$ cat config.mk
export PLATFORM = sky130hd
export DESIGN_NAME = logic_gate_unit
export DESIGN_NICKNAME = d
export VERILOG_FILES = /design/src/rtl/logic_gate_unit.sv
export SDC_FILE = /design/constraint.sdc
export NUM_CORES = 1
export LEC_CHECK = 0
export CORE_ASPECT_RATIO = 1.1
export CORE_MARGIN = 2
export CORE_UTILIZATION = 49
export CTS_CLUSTER_DIAMETER = 150
export CTS_CLUSTER_SIZE = 24
export DETAILED_ROUTE_END_ITERATION = 8
export GPL_ROUTABILITY_DRIVEN = 0
export PLACE_DENSITY = 0.84
export SYNTH_ARGS = -nofsm -noshare
export SYNTH_HDL_FRONTEND = slang
export SYNTH_SLANG_ARGS = --single-unit
$ cat constraint.sdc
create_clock -name clk -period 1.7 [get_ports clk]
set_clock_uncertainty 0.15 [all_clocks]
set_input_delay 0.34 -clock clk [delete_from_list [all_inputs] [get_ports clk]]
set_output_delay 0.34 -clock clk [all_outputs]
set_load 0.1 [all_outputs]
$ cat src/rtl/logic_gate_unit.sv
// Registered bitwise gate with a valid/ready handshake, plus a self-test sweep
// that runs every (a,b) combination through the latched op and folds the results into a signature.
module logic_gate_unit #(
  parameter int WIDTH = 4
) (
  input  logic             clk,
  input  logic             rst_n,
  input  logic             in_valid,
  output logic             in_ready,
  input  logic [2:0]       op,
  input  logic [WIDTH-1:0] a,
  input  logic [WIDTH-1:0] b,
  output logic             out_valid,
  input  logic             out_ready,
  output logic [WIDTH-1:0] out,
  input  logic             sweep_start,
  output logic             sweep_busy,
  output logic             sweep_done,
  output logic [15:0]      sweep_sig
);

  localparam int CW = 2 * WIDTH;
  localparam logic [CW-1:0] CNT_MAX = {CW{1'b1}};
  localparam logic [CW-1:0] CNT_ONE = {{(CW-1){1'b0}}, 1'b1};

  typedef enum logic [1:0] {IDLE, SWEEP, DONE} state_t;

  state_t           state_q, state_d;
  logic [WIDTH-1:0] out_q, out_d;
  logic             out_valid_q, out_valid_d;
  logic [2:0]       op_q, op_d;
  logic [CW-1:0]    cnt_q, cnt_d;
  logic [15:0]      sig_q, sig_d;
  logic [15:0]      sweep_sig_q, sweep_sig_d;

  logic             accept;
  logic             sweep_ok;
  logic [WIDTH-1:0] sweep_r;

  function automatic logic [WIDTH-1:0] gate_f(input logic [2:0] sel,
                                              input logic [WIDTH-1:0] x,
                                              input logic [WIDTH-1:0] y);
    logic [WIDTH-1:0] res;
    res = x;
    case (sel)
      3'd0: res = ~(x & y);
      3'd1: res = x & y;
      3'd2: res = x | y;
      3'd3: res = ~(x | y);
      3'd4: res = x ^ y;
      3'd5: res = ~(x ^ y);
      3'd6: res = ~x;
      default: res = x;
    endcase
    return res;
  endfunction

  // A start request blocks operand acceptance even when it will not be honoured.
  assign in_ready   = (state_q == IDLE) && !sweep_start && (!out_valid_q || out_ready);
  assign accept     = in_valid && in_ready;
  assign sweep_ok   = (state_q == IDLE) && sweep_start && !out_valid_q;
  assign sweep_r    = gate_f(op_q, cnt_q[CW-1:WIDTH], cnt_q[WIDTH-1:0]);

  assign out        = out_q;
  assign out_valid  = out_valid_q;
  assign sweep_busy = (state_q == SWEEP) || (state_q == DONE);
  assign sweep_done = (state_q == DONE);
  assign sweep_sig  = (state_q == DONE) ? sig_q : sweep_sig_q;

  always_comb begin
    state_d     = state_q;
    out_d       = out_q;
    out_valid_d = out_valid_q;
    op_d        = op_q;
    cnt_d       = cnt_q;
    sig_d       = sig_q;
    sweep_sig_d = sweep_sig_q;

    if (accept) begin
      out_d       = gate_f(op, a, b);
      out_valid_d = 1'b1;
    end else if (out_valid_q && out_ready) begin
      out_valid_d = 1'b0;
    end

    case (state_q)
      IDLE: begin
        if (sweep_ok) begin
          state_d = SWEEP;
          op_d    = op;
          cnt_d   = '0;
          sig_d   = '0;
        end
      end
      SWEEP: begin
        sig_d = {sig_q[14:0], sig_q[15]} ^ {{(16-WIDTH){1'b0}}, sweep_r};
        cnt_d = cnt_q + CNT_ONE;
        if (cnt_q == CNT_MAX) state_d = DONE;
      end
      DONE: begin
        sweep_sig_d = sig_q;
        state_d     = IDLE;
      end
      default: state_d = IDLE;
    endcase
  end

  always_ff @(posedge clk) begin
    if (!rst_n) begin
      state_q     <= IDLE;
      out_q       <= '0;
      out_valid_q <= 1'b0;
      op_q        <= 3'd0;
      cnt_q       <= '0;
      sig_q       <= '0;
      sweep_sig_q <= '0;
    end else begin
      state_q     <= state_d;
      out_q       <= out_d;
      out_valid_q <= out_valid_d;
      op_q        <= op_d;
      cnt_q       <= cnt_d;
      sig_q       <= sig_d;
      sweep_sig_q <= sweep_sig_d;
    end
  end

endmodule

# [Yosys cells after proc, flatten, opt, wreduce, memory -nomap -nowiden]
# Cells that the tools add are included.
[word_totals] out_inout_bits=24 register_bits=50
[classes] n_addsub=1 bitwise_logic=15 mux=12 n_reduce_logical=18 eq_ne=17
[ops] cell="4-bit case mux with 7 select lines" count=2
[ops] cell="16-bit two-way mux" count=2
[ops] cell="4-bit NOT" count=8
[ops] cell="16-bit case mux with 2 select lines" count=1
[ops] cell="3-bit equality test (second input constant)" count=6
[ops] cell="8-bit case mux with 2 select lines" count=1
[ops] cell="16-bit by 4-bit bitwise XOR with 16-bit output" count=1
[ops] cell="3-bit by 2-bit equality test with 1-bit output (second input constant)" count=4
[ops] cell="8-bit by 1-bit adder with 8-bit output (second input constant)" count=1
[ops] cell="4-bit bitwise AND" count=2
[ops] cell="8-bit equality test (second input constant)" count=1
[ops] cell="8-bit two-way mux" count=1
[ops] cell="4-bit OR" count=2
[ops] cell="4-bit bitwise XOR" count=2
[ops] cell="3-bit by 1-bit equality test with 1-bit output (second input constant)" count=2
[ops] cell="1-bit logical AND" count=6
[ops] cell="3-bit logical NOT" count=2
[ops] cell="2-bit AND reduction" count=3
[ops] cell="2-bit two-way mux" count=2
[ops] cell="2-bit case mux with 2 select lines" count=1
[ops] cell="2-bit nonzero test" count=2
[ops] cell="2-bit by 1-bit equality test with 1-bit output (second input constant)" count=1
[ops] cell="2-bit equality test (second input constant)" count=1
[ops] cell="1-bit logical NOT" count=2
[ops] cell="other kinds (5)" count=7

# [Depth between registers and ports, before layout]
# Gate-level depths: netlist of the first run.
[logic_depth] word_depth=5 mapped_depth=8 depth_no_buf=7

# [Worst setup path before layout of the first run]
# No wires, ideal clock.
[synth_timing] path_type="reg2reg" from="reg out_valid_q, in the netlist out_valid" to="reg out_q[0], in the netlist out[0]" required_time_ns=1.475 stages_incl_launch_ff=7 slack_ns=-1.277 setup_ns=0.075 synth_period_minus_slack_ns=2.977 n_path_buf=1 arrival_ns=2.752 path_cell_list="dfxtp_1 nor2b_1 nor3_2 and2_1 buf_4 nand2_1 o22ai_1"
[synth_between] elab_chain_len=4
[synth_rtl] element="start, declared" line="30" source="logic out_valid_q, out_valid_d;"
[synth_rtl] element="start signal, assigned" line="120" source="out_valid_q <= out_valid_d;"
[synth_rtl] element="1-bit logical NOT" line="59" source="assign in_ready = (state_q == IDLE) && !sweep_start && (!out_valid_q || out_ready);"
[synth_rtl] element="1-bit logical OR" line="59"
[synth_rtl] element="1-bit logical AND" line="59"
[synth_rtl] element="named net in_ready" line="9" source="output logic in_ready,"
[synth_rtl] element="1-bit logical AND" line="60" source="assign accept = in_valid && in_ready;"
[synth_rtl] element="end signal, assigned" line="119" source="out_q <= out_d;"
[synth_rtl] element="end, declared" line="29" source="logic [WIDTH-1:0] out_q, out_d;"
# The timed path passes the listed nets, and every way through them passes these cells.
# A chain may end at the register's enable or synchronous reset.

# [Final worst setup path of the first run]
[layout_timing] from="reg state_q[0]" to="out sweep_sig[11]"
[layout_between] elab_chain_len=2
[layout_rtl] element="start, declared" line="28" source="state_t state_q, state_d;"
[layout_rtl] element="start signal, assigned" line="118" source="state_q <= state_d;"
[layout_rtl] element="2-bit equality test" line="68" source="assign sweep_sig = (state_q == DONE) ? sig_q : sweep_sig_q;"
[layout_rtl] element="16-bit two-way mux" line="68"
[layout_rtl] element="end, declared" line="19" source="output logic [15:0] sweep_sig"
# No other way between the ends.

==> results of run 1 <==
-- through the flow --
stage	setup slack, ns	hold slack, ns	area (um2)	TNS [ns]
floorplan	-0.497	0.300	2880	-10.29
global placement	-0.419	0.314	3750	-8.95
detailed placement	-0.489	0.337	3750	-10.09
CTS	-0.338	0.348	4000	-8.45
global route	-0.375	0.394	4270	-12.56
finish	-0.354	0.370	4270	-10.39
-- where the power goes --
| group | leakage (nW) | total [mW] | switching, mW | internal (mW) |
|---|---|---|---|---|
| Combinational | 1.33 | 1.71 | 0.890 | 0.816 |
| Clock | 0.0406 | 0.700 | 0.417 | 0.283 |
| Sequential | 0.407 | 1.33 | 0.0963 | 1.23 |
-- cells by family (layout without fill, tap and decap cells) --
logic type,Yosys count,in the layout
simple gates,73,73
buf+inv,45,128
fa+ha+maj,21,21
compound gates,34,34
xor+xnor,17,17
flops,50,50
mux,29,29
-- metal layers --
layer	up-vias	track usage, %	share of wire [%]
li1	1070	-	-
met1	1154	24.0	37
met2	75	42.7	56
met3	28	4.61	3.9
met4	0	10.2	3.5
met5	-	0	0
-- state kept, by name, summed over array words and instances (netlist names) --
name / flops
out_valid: 1
state_q: 2
op_q: 3
cnt_q: 8
sig_q: 16
sweep_sig_q: 16
out: 4
-- cell type report --
class                   instances  area [um2]
multi-input cells             174        1830
clock buffers                   5        68.8
fillers                       314        1130
flip-flops and latches         50        1010
inverters                      29         116
clock inverters                 2        13.8
repair buffers                 92        1130
well taps                      75        93.8
-- critical path: cells and delay by family (launching register included) --
kind | cells | cell delay [ns]
buffers and inverters | 3 | 0.39
adders and majority gates | 1 | 0.18
DFF | 1 | 0.37
muxes | 1 | 0.32
-- final timing paths --
kind         startpoint       endpoint  slack (ns)  depth (start not counted)
min              out[1]         out[1]        0.37                          2
min reg2reg      out[1]         out[1]        0.37                          2
max reg2reg  state_q[1]       cnt_q[4]       -0.29                          9
max          state_q[0]  sweep_sig[11]       -0.35                          5
-- cell usage in the layout (no fill, tap or decap), types with 4 or more instances in the layout --
cell and n:
mux4_2 7, buf_12 26, o21ai_1 5, nor2_1 7, dlygate4sd2_1 10, and2_1 16, nand2_1 8, inv_4 4
xor2_1 4, mux2i_1 5, nand3_1 4, clkdlybuf4s50_1 5, inv_1 24, nor2b_1 17, mux2_4 16, clkbuf_8 5
ha_1 17, buf_6 12, xnor2_1 11, dfxtp_1 45, a22oi_2 13, buf_4 36
-- repair_timing --
action	CTS	global route
resized for setup	30	45
gates cloned	1	1
setup endpoints to repair	39	49
pin swaps	11	18
setup buffers	11	8
hold endpoints to repair	0	0
==> reports/metrics.cfg, run 1 <==
[run_status]
status = finished, violations left
violations = setup timing

[synth]
yosysTopAreaCell = dfxtp_1
synth_edf_count = 0
syn_inst = 269
post-synth-top-count-cell = dfxtp_1
synth_area_per_cell_um2 = 10.2
yosysTopAreaCellShare_pct = 36.6
synthArstFlopShare_pct = 0
synthTopCellsByCount = 50 x dfxtp_1, 27 x inv_1, 21 x ha_1, 18 x and2_1, 18 x nor2b_1
synth-compound-area-share_pct = 9.14
synth.mux.area_fraction_pct = 14.5
synth_top_family_by_area = simple AND/OR/NAND/NOR gates
ys_ff_latch = 50
synth-simple-area-share_pct = 16.4
yosys_warnings = 0
synthFlopType = dfxtp_1
yosysSeqAreaShare_pct = 36.6
synth_xor_area_share_pct = 5.71
synth.distinct_cells = 43
syn_nets = 306
synth_area_um2 = 2740
yosys-top-cells-area = dfxtp_1 37%, ha_1 9.6%, mux2_2 6.6%, mux4_2 5.8%, and2_1 4.1%
synth-adder-area-share_pct = 9.60

[die]
ioPinCount = 40
fp.dieH_um = 82.4
dieArea_um2 = 6200
initial_core_util_pct = 50.7
num_rows = 28
die_x_um = 75.3
coreArea_um2 = 5400

[placement]
io_buffers = 39
placedCellCount = 402
hpwl_um = 4180

[global_routing]
grt_max_degree = 25
grt_overflow = 0
grt_pass1_vias = 2331
antenna_found_initial = 0
grt_pass1_wl_um = 10600
grt.total_usage_pct = 22.7

[sta]
min_period_ns = 2.05
rsz0062_at_grt = true
max_freq_mhz = 487
setup_viol = 49
maxSlewViolCount = 0
hold_violations = 0
setup_ws_ns = -0.354
worstMarginPinSlew_ns = 0.428
maxSlewHeadroom_pct = 71.4
finalCritPeriodShare_pct = 121

[clock_tree]
clkSinkCount = 50
cts_tree = built
numCtsBuffers = 5
clk_pin_slew_ns = 0.09
cts-root-buf = clkbuf_8
cts.path.max_buffers = 2
ctsHoldBuffers = 0
cts_max_level = 2
worstSkewPairLatency_ns = 0.31

[layout]
utilization_pct = 79.1
final_nets = 389
final_cells = 427
num_antenna_cells = 0
drive_gt1_share_pct = 46.3
syn2layout_area_growth_pct = 55.9

[worst_setup_path]
critPathKind = reg -> out
crit_path_start_kind = flip-flop
cp-end-kind = primary output
worstPathRequired_ns = 1.21
crit_arrival_ns = 1.56
crit_chain = inv_4, ha_4, clkbuf_16, mux2_4, buf_12
slowest_delay_ns = 0.37
cp_slowest_cell = dfxtp_2
path_max_fanout = 7

[pwr]
ir_drop_v = 0.000563
powerDensity_nw_per_um2 = 876
p_total_mw = 3.74
cellLeakagePower_nw = 1.78

[detailed_routing]
vias_per_cell = 5.45
wl_per_cell_um = 18.1
firstDrtPassIters = 4
remaining_drc_errors = 0
ant_nets = 0
drt_iter0_drc = 99
vias = 2327
drt_wl_total_um = 7740

[worst_hold_path]
min-delay-path-class = reg -> reg

[flow_run]
cap_viol_max_count = 0

No activity file was read; power rests on OpenSTA's default activity.
==> run 2, diff against run 1 <==
--- a/config.mk
+++ b/config.mk
@@ -5,14 +5,15 @@
 export SDC_FILE = /design/constraint.sdc
 export NUM_CORES = 1
 export LEC_CHECK = 0
+export ABC_AREA = 1
 export CORE_ASPECT_RATIO = 1.1
 export CORE_MARGIN = 2
-export CORE_UTILIZATION = 49
+export CORE_UTILIZATION = 50
 export CTS_CLUSTER_DIAMETER = 150
 export CTS_CLUSTER_SIZE = 24
 export DETAILED_ROUTE_END_ITERATION = 8
 export GPL_ROUTABILITY_DRIVEN = 0
-export PLACE_DENSITY = 0.84
+export PLACE_DENSITY = 0.85
 export SYNTH_ARGS = -nofsm -noshare
 export SYNTH_HDL_FRONTEND = slang
 export SYNTH_SLANG_ARGS = --single-unit
==> run 2 against run 1 <==
The flow now stops in 5_1_grt; synthesized cell count up 58%; synthesized area increased by 6.4%.
==> reports/metrics.cfg, run 2 <==
[global_routing]
grt_max_degree = 37
grt.total_usage_pct = 66.6
grt_overflow = 36

[die]
fp.dieH_um = 84.1  ; +2.0%
initial_core_util_pct = 51.2  ; +0.41 points
die_x_um = 76.8  ; +2.0%
ioPinCount = 40  ; unchanged
num_rows = 29  ; +3.6%

[synth]
yosysSeqAreaShare_pct = 34.3  ; -2.2 points
post-synth-top-count-cell = nand2_1
synthTopCellsByCount = 129 x nand2_1, 50 x dfxtp_1, 50 x inv_1, 49 x a21oi_1, 30 x nand3_1
ys_ff_latch = 50  ; unchanged
yosys_warnings = 0  ; unchanged
syn_inst = 426  ; +58%
yosysTopAreaCellShare_pct = 34.3  ; -2.2 points
synth_area_um2 = 2910  ; +6.4%
synthArstFlopShare_pct = 0  ; unchanged
synth.distinct_cells = 31  ; -28%
yosys-top-cells-area = dfxtp_1 34%, nand2_1 17%, ha_1 9.0%, a21oi_1 8.4%, inv_1 6.4%
synth_edf_count = 0  ; unchanged
syn_nets = 463  ; +51%
synthFlopType = dfxtp_1
synth_area_per_cell_um2 = 6.84  ; -33%
yosysTopAreaCell = dfxtp_1

[clock_tree]
clkSinkCount = 50  ; unchanged
cts_max_level = 2  ; unchanged
numCtsBuffers = 5  ; unchanged
cts.path.max_buffers = 2  ; unchanged
cts-root-buf = clkbuf_8

[placement]
io_buffers = 39  ; unchanged
pre_cts_slack_ns = -0.391  ; +0.0984 ns
hpwl_um = 6460  ; +55%

[run_status]
stop_error = [ERROR GRT-0232] Routing congestion too high. Check the congestion heatmap in the GUI.
status = stopped before the end
lastStage = 5_1_grt

[sta]
worstEndpointType = primary output
crit_endpoint = sweep_sig[3]

run 2: cells by family after synthesis:
kind of cell    Yosys count  synth area share [%]
compound gates           84                  15.4
flops                    50                  34.3
xor+xnor                  1                 0.301
simple gates            202                  31.2
fa+ha+maj                21                  9.02
buf+inv                  66                  9.02
mux                       2                 0.773
run 2: layer usage:
layer,track usage [%],GRT overflow
met5,5.83,0
met4,74.7,22
met3,41.7,0
met2,90.4,14
met1,63.6,0
run 2: metrics by stage:
step                      instance area [um2]  std cells
after CTS                                5070        601
after detailed placement                 4550        566
after floorplan                          3630        426
after global placement                   4550        566
run 2: repair_timing:
item / 4_1_cts
gates cloned: 4
endpoints found under the setup margin: 26
pin swaps: 11
buffers inserted: 24
resized for setup: 39
hold buffers: 0
==> run 3, diff against run 2 <==
==> config.mk (replaced) <==
export PLATFORM = sky130hd
export DESIGN_NAME = logic_gate_unit
export DESIGN_NICKNAME = d
export VERILOG_FILES = /design/src/rtl/logic_gate_unit.sv
export SDC_FILE = /design/constraint.sdc
export NUM_CORES = 1
export LEC_CHECK = 0
export ABC_AREA = 1
export CORE_MARGIN = 2
export CORE_UTILIZATION = 40
export DETAILED_ROUTE_END_ITERATION = 8
export GPL_ROUTABILITY_DRIVEN = 0
export PLACE_DENSITY_LB_ADDON = 0.15
export SYNTH_ARGS = -nofsm -noshare
export SYNTH_HDL_FRONTEND = slang
export SYNTH_SLANG_ARGS = --single-unit
==> constraint.sdc (replaced) <==
create_clock -name clk -period 2.2 [get_ports clk]
set_clock_uncertainty 0.15 [all_clocks]
set_input_delay 0.44 -clock clk [delete_from_list [all_inputs] [get_ports clk]]
set_output_delay 0.44 -clock clk [all_outputs]
set_load 0.1 [all_outputs]
==> run 3 against run 2 <==
The flow now finishes without violations; synthesized cell count unchanged; synthesized area unchanged.
==> reports/metrics.cfg, run 3 <==
[pwr]
cellLeakagePower_nw = 1.64
ir_drop_v = 0.00107
p_total_mw = 3.14
powerDensity_nw_per_um2 = 808

[synth]
syn_inst = 426  ; unchanged
synth_edf_count = 0  ; unchanged
synthFlopType = dfxtp_1
synth.distinct_cells = 31  ; unchanged
ys_ff_latch = 50  ; unchanged
synthTopCellsByCount = 129 x nand2_1, 50 x dfxtp_1, 50 x inv_1, 49 x a21oi_1, 30 x nand3_1
syn_nets = 463  ; unchanged
synthArstFlopShare_pct = 0  ; unchanged
yosys_warnings = 0  ; unchanged
synth_area_per_cell_um2 = 6.84  ; unchanged
yosysTopAreaCell = dfxtp_1
yosys-top-cells-area = dfxtp_1 34%, nand2_1 17%, ha_1 9.0%, a21oi_1 8.4%, inv_1 6.4%
yosysSeqAreaShare_pct = 34.3  ; unchanged
post-synth-top-count-cell = nand2_1
synth_area_um2 = 2910  ; unchanged
yosysTopAreaCellShare_pct = 34.3  ; unchanged

[worst_setup_path]
rr_startpoint = state_q[1]
crit_path_start_kind = flip-flop
cp-end-kind = primary output
path_max_fanout = 9
critPathKind = reg -> out
worstPathRequired_ns = 1.61
worstRegToRegCells = 9
r2r-end = cnt_q[7]
crit_arrival_ns = 1.53
r2r_slack_ns = 0.36

[global_routing]
use_met1_pct = 26.9
grt_pass1_vias = 2562
grt_overflow = 0
grt.total_usage_pct = 18.3
use_met2_pct = 27.7
grt_max_degree = 35
antenna_found_initial = 0
grtUsageMet3_pct = 3.51
grt_pass1_wl_um = 11700
top_usage_layer = met2

[layout]
final_common_cell = nand2_1
design_area_um2 = 3890
syn2layout_area_growth_pct = 33.5
nFillCells = 698
reg.largest.list = sig_q x16, sweep_sig_q x16, cnt_q x8
layout_common_cells = 113 x nand2_1, 49 x a21oi_1, 48 x dfxtp_1, 45 x inv_1, 30 x nand3_1
num_antenna_cells = 0
drive_gt1_share_pct = 18.2
final_nets = 508

[placement]
io_buffers = 39  ; unchanged
hpwl_um = 5370  ; -17%
postPlaceCellArea_um2 = 3770  ; -17%

[die]
fp.dieH_um = 89.4  ; +6.3%
dieArea_um2 = 7980
num_rows = 31  ; +6.9%
ioPinCount = 40  ; unchanged
initial_core_util_pct = 40.8  ; -10 points
die_x_um = 89.4  ; +16%
coreArea_um2 = 7140

[sta]
rsz0062_at_grt = false
setup_viol = 0
fin_hold_ws_ns = 0.334
maxSlewHeadroom_pct = 72.2
worstMarginPinSlew_ns = 0.417
finalCritPeriodShare_pct = 96.6
hold_violations = 0
maxSlewViolCount = 0
min_period_ns = 2.12
max_freq_mhz = 471

[clock_tree]
clkSinkCount = 50  ; unchanged
worstSkewPairLatency_ns = 0.31
clk_pin_slew_ns = 0.09
cts_tree = built
cts.path.max_buffers = 2  ; unchanged
cts_max_level = 2  ; unchanged
cts-root-buf = clkbuf_8
numCtsBuffers = 5  ; unchanged

[worst_hold_path]
hold_depth = 2
min-delay-path-class = reg -> reg
hp-start = out[3]
hold_end = out[3]

[detailed_routing]
vias_per_cell = 4.93
drt_wl_total_um = 7060
firstDrtPassIters = 4
remaining_drc_errors = 0
vias = 2816
drt_iter0_drc = 159
ant_nets = 0
wl_per_cell_um = 12.4

[run_status]
status = finished clean

[flow_run]
cap_viol_max_count = 0

-- run 3: cell counts after synthesis --
Identical to the previous run, type by type.
-- run 3: layout make-up --
cell class / instances / area [um2] / area share (%)
Clock buffer: 6 / 82.6 / 2.12
Clock inverter: 2 / 16.3 / 0.418
Inverter: 53 / 201 / 5.18
Multi-Input combinational cell: 310 / 1770 / 45.6
Sequential cell: 50 / 1010 / 25.9
Tap cell: 99 / 124 / 3.18
Timing Repair Buffer: 51 / 687 / 17.7
-- run 3: kinds of logic after synthesis --
family / after synthesis / synth area share (%)
and+or+nand+nor: 202 / 31.2
AOI/OAI and AO/OA: 84 / 15.4
buffers and inverters: 66 / 9.02
DFF: 50 / 34.3
adders and majority gates: 21 / 9.02
muxes: 2 / 0.773
xor gates and xnor gates: 1 / 0.301
-- run 3: stage by stage --
step           setup slack [ns]  TNS (ns)  instances  util [%]
3_5_place_dp             0.0587         0        561      52.8
6_report                 0.0755         0        571      54.5
2_1_floorplan           -0.0340    -0.111        426         -
5_1_grt                  0.0178         0        571      54.5
3_3_place_gp              0.116         0        561      52.8
4_1_cts                  0.0138         0        569      54.2
-- run 3: power by group --
part           internal (mW)  switching, mW
combinational          0.527          0.952
sequential             0.974          0.102
clock                  0.260          0.329
-- run 3: what timing repair did --
action                                  4_1_cts  5_1_grt
buffers inserted                              0        2
resized for setup                             1        2
pin swaps                                     0        1
hold buffers                                  0        0
endpoints found under the setup margin       13       12
-- run 3: how the worst max path moves through the flow --
stage               startpoint           end
global placement         op[0]        out[3]
global route        state_q[0]  sweep_sig[4]
detailed placement       op[0]        out[3]
floorplan           state_q[1]        out[3]
CTS                 state_q[0]  sweep_sig[2]
finish              state_q[0]  sweep_sig[0]
-- run 3: routing by layer --
| layer | part of all wire [%] | vias up | wire (um) |
|---|---|---|---|
| li1 | - | 1475 | - |
| met4 | 0.24 | 0 | 17 |
| met3 | 4.5 | 2 | 319 |
| met2 | 45 | 66 | 3170 |
| met5 | 0 | - | 0 |
| met1 | 50 | 1273 | 3550 |
-- run 3: critical path, cell delays in order, from the launching register on --
cell,delay [ns]
dfxtp_1,0.33
inv_2,0.12
ha_4,0.21
buf_6,0.17
nand2_1,0.11
nand2_2,0.12
buf_12,0.18
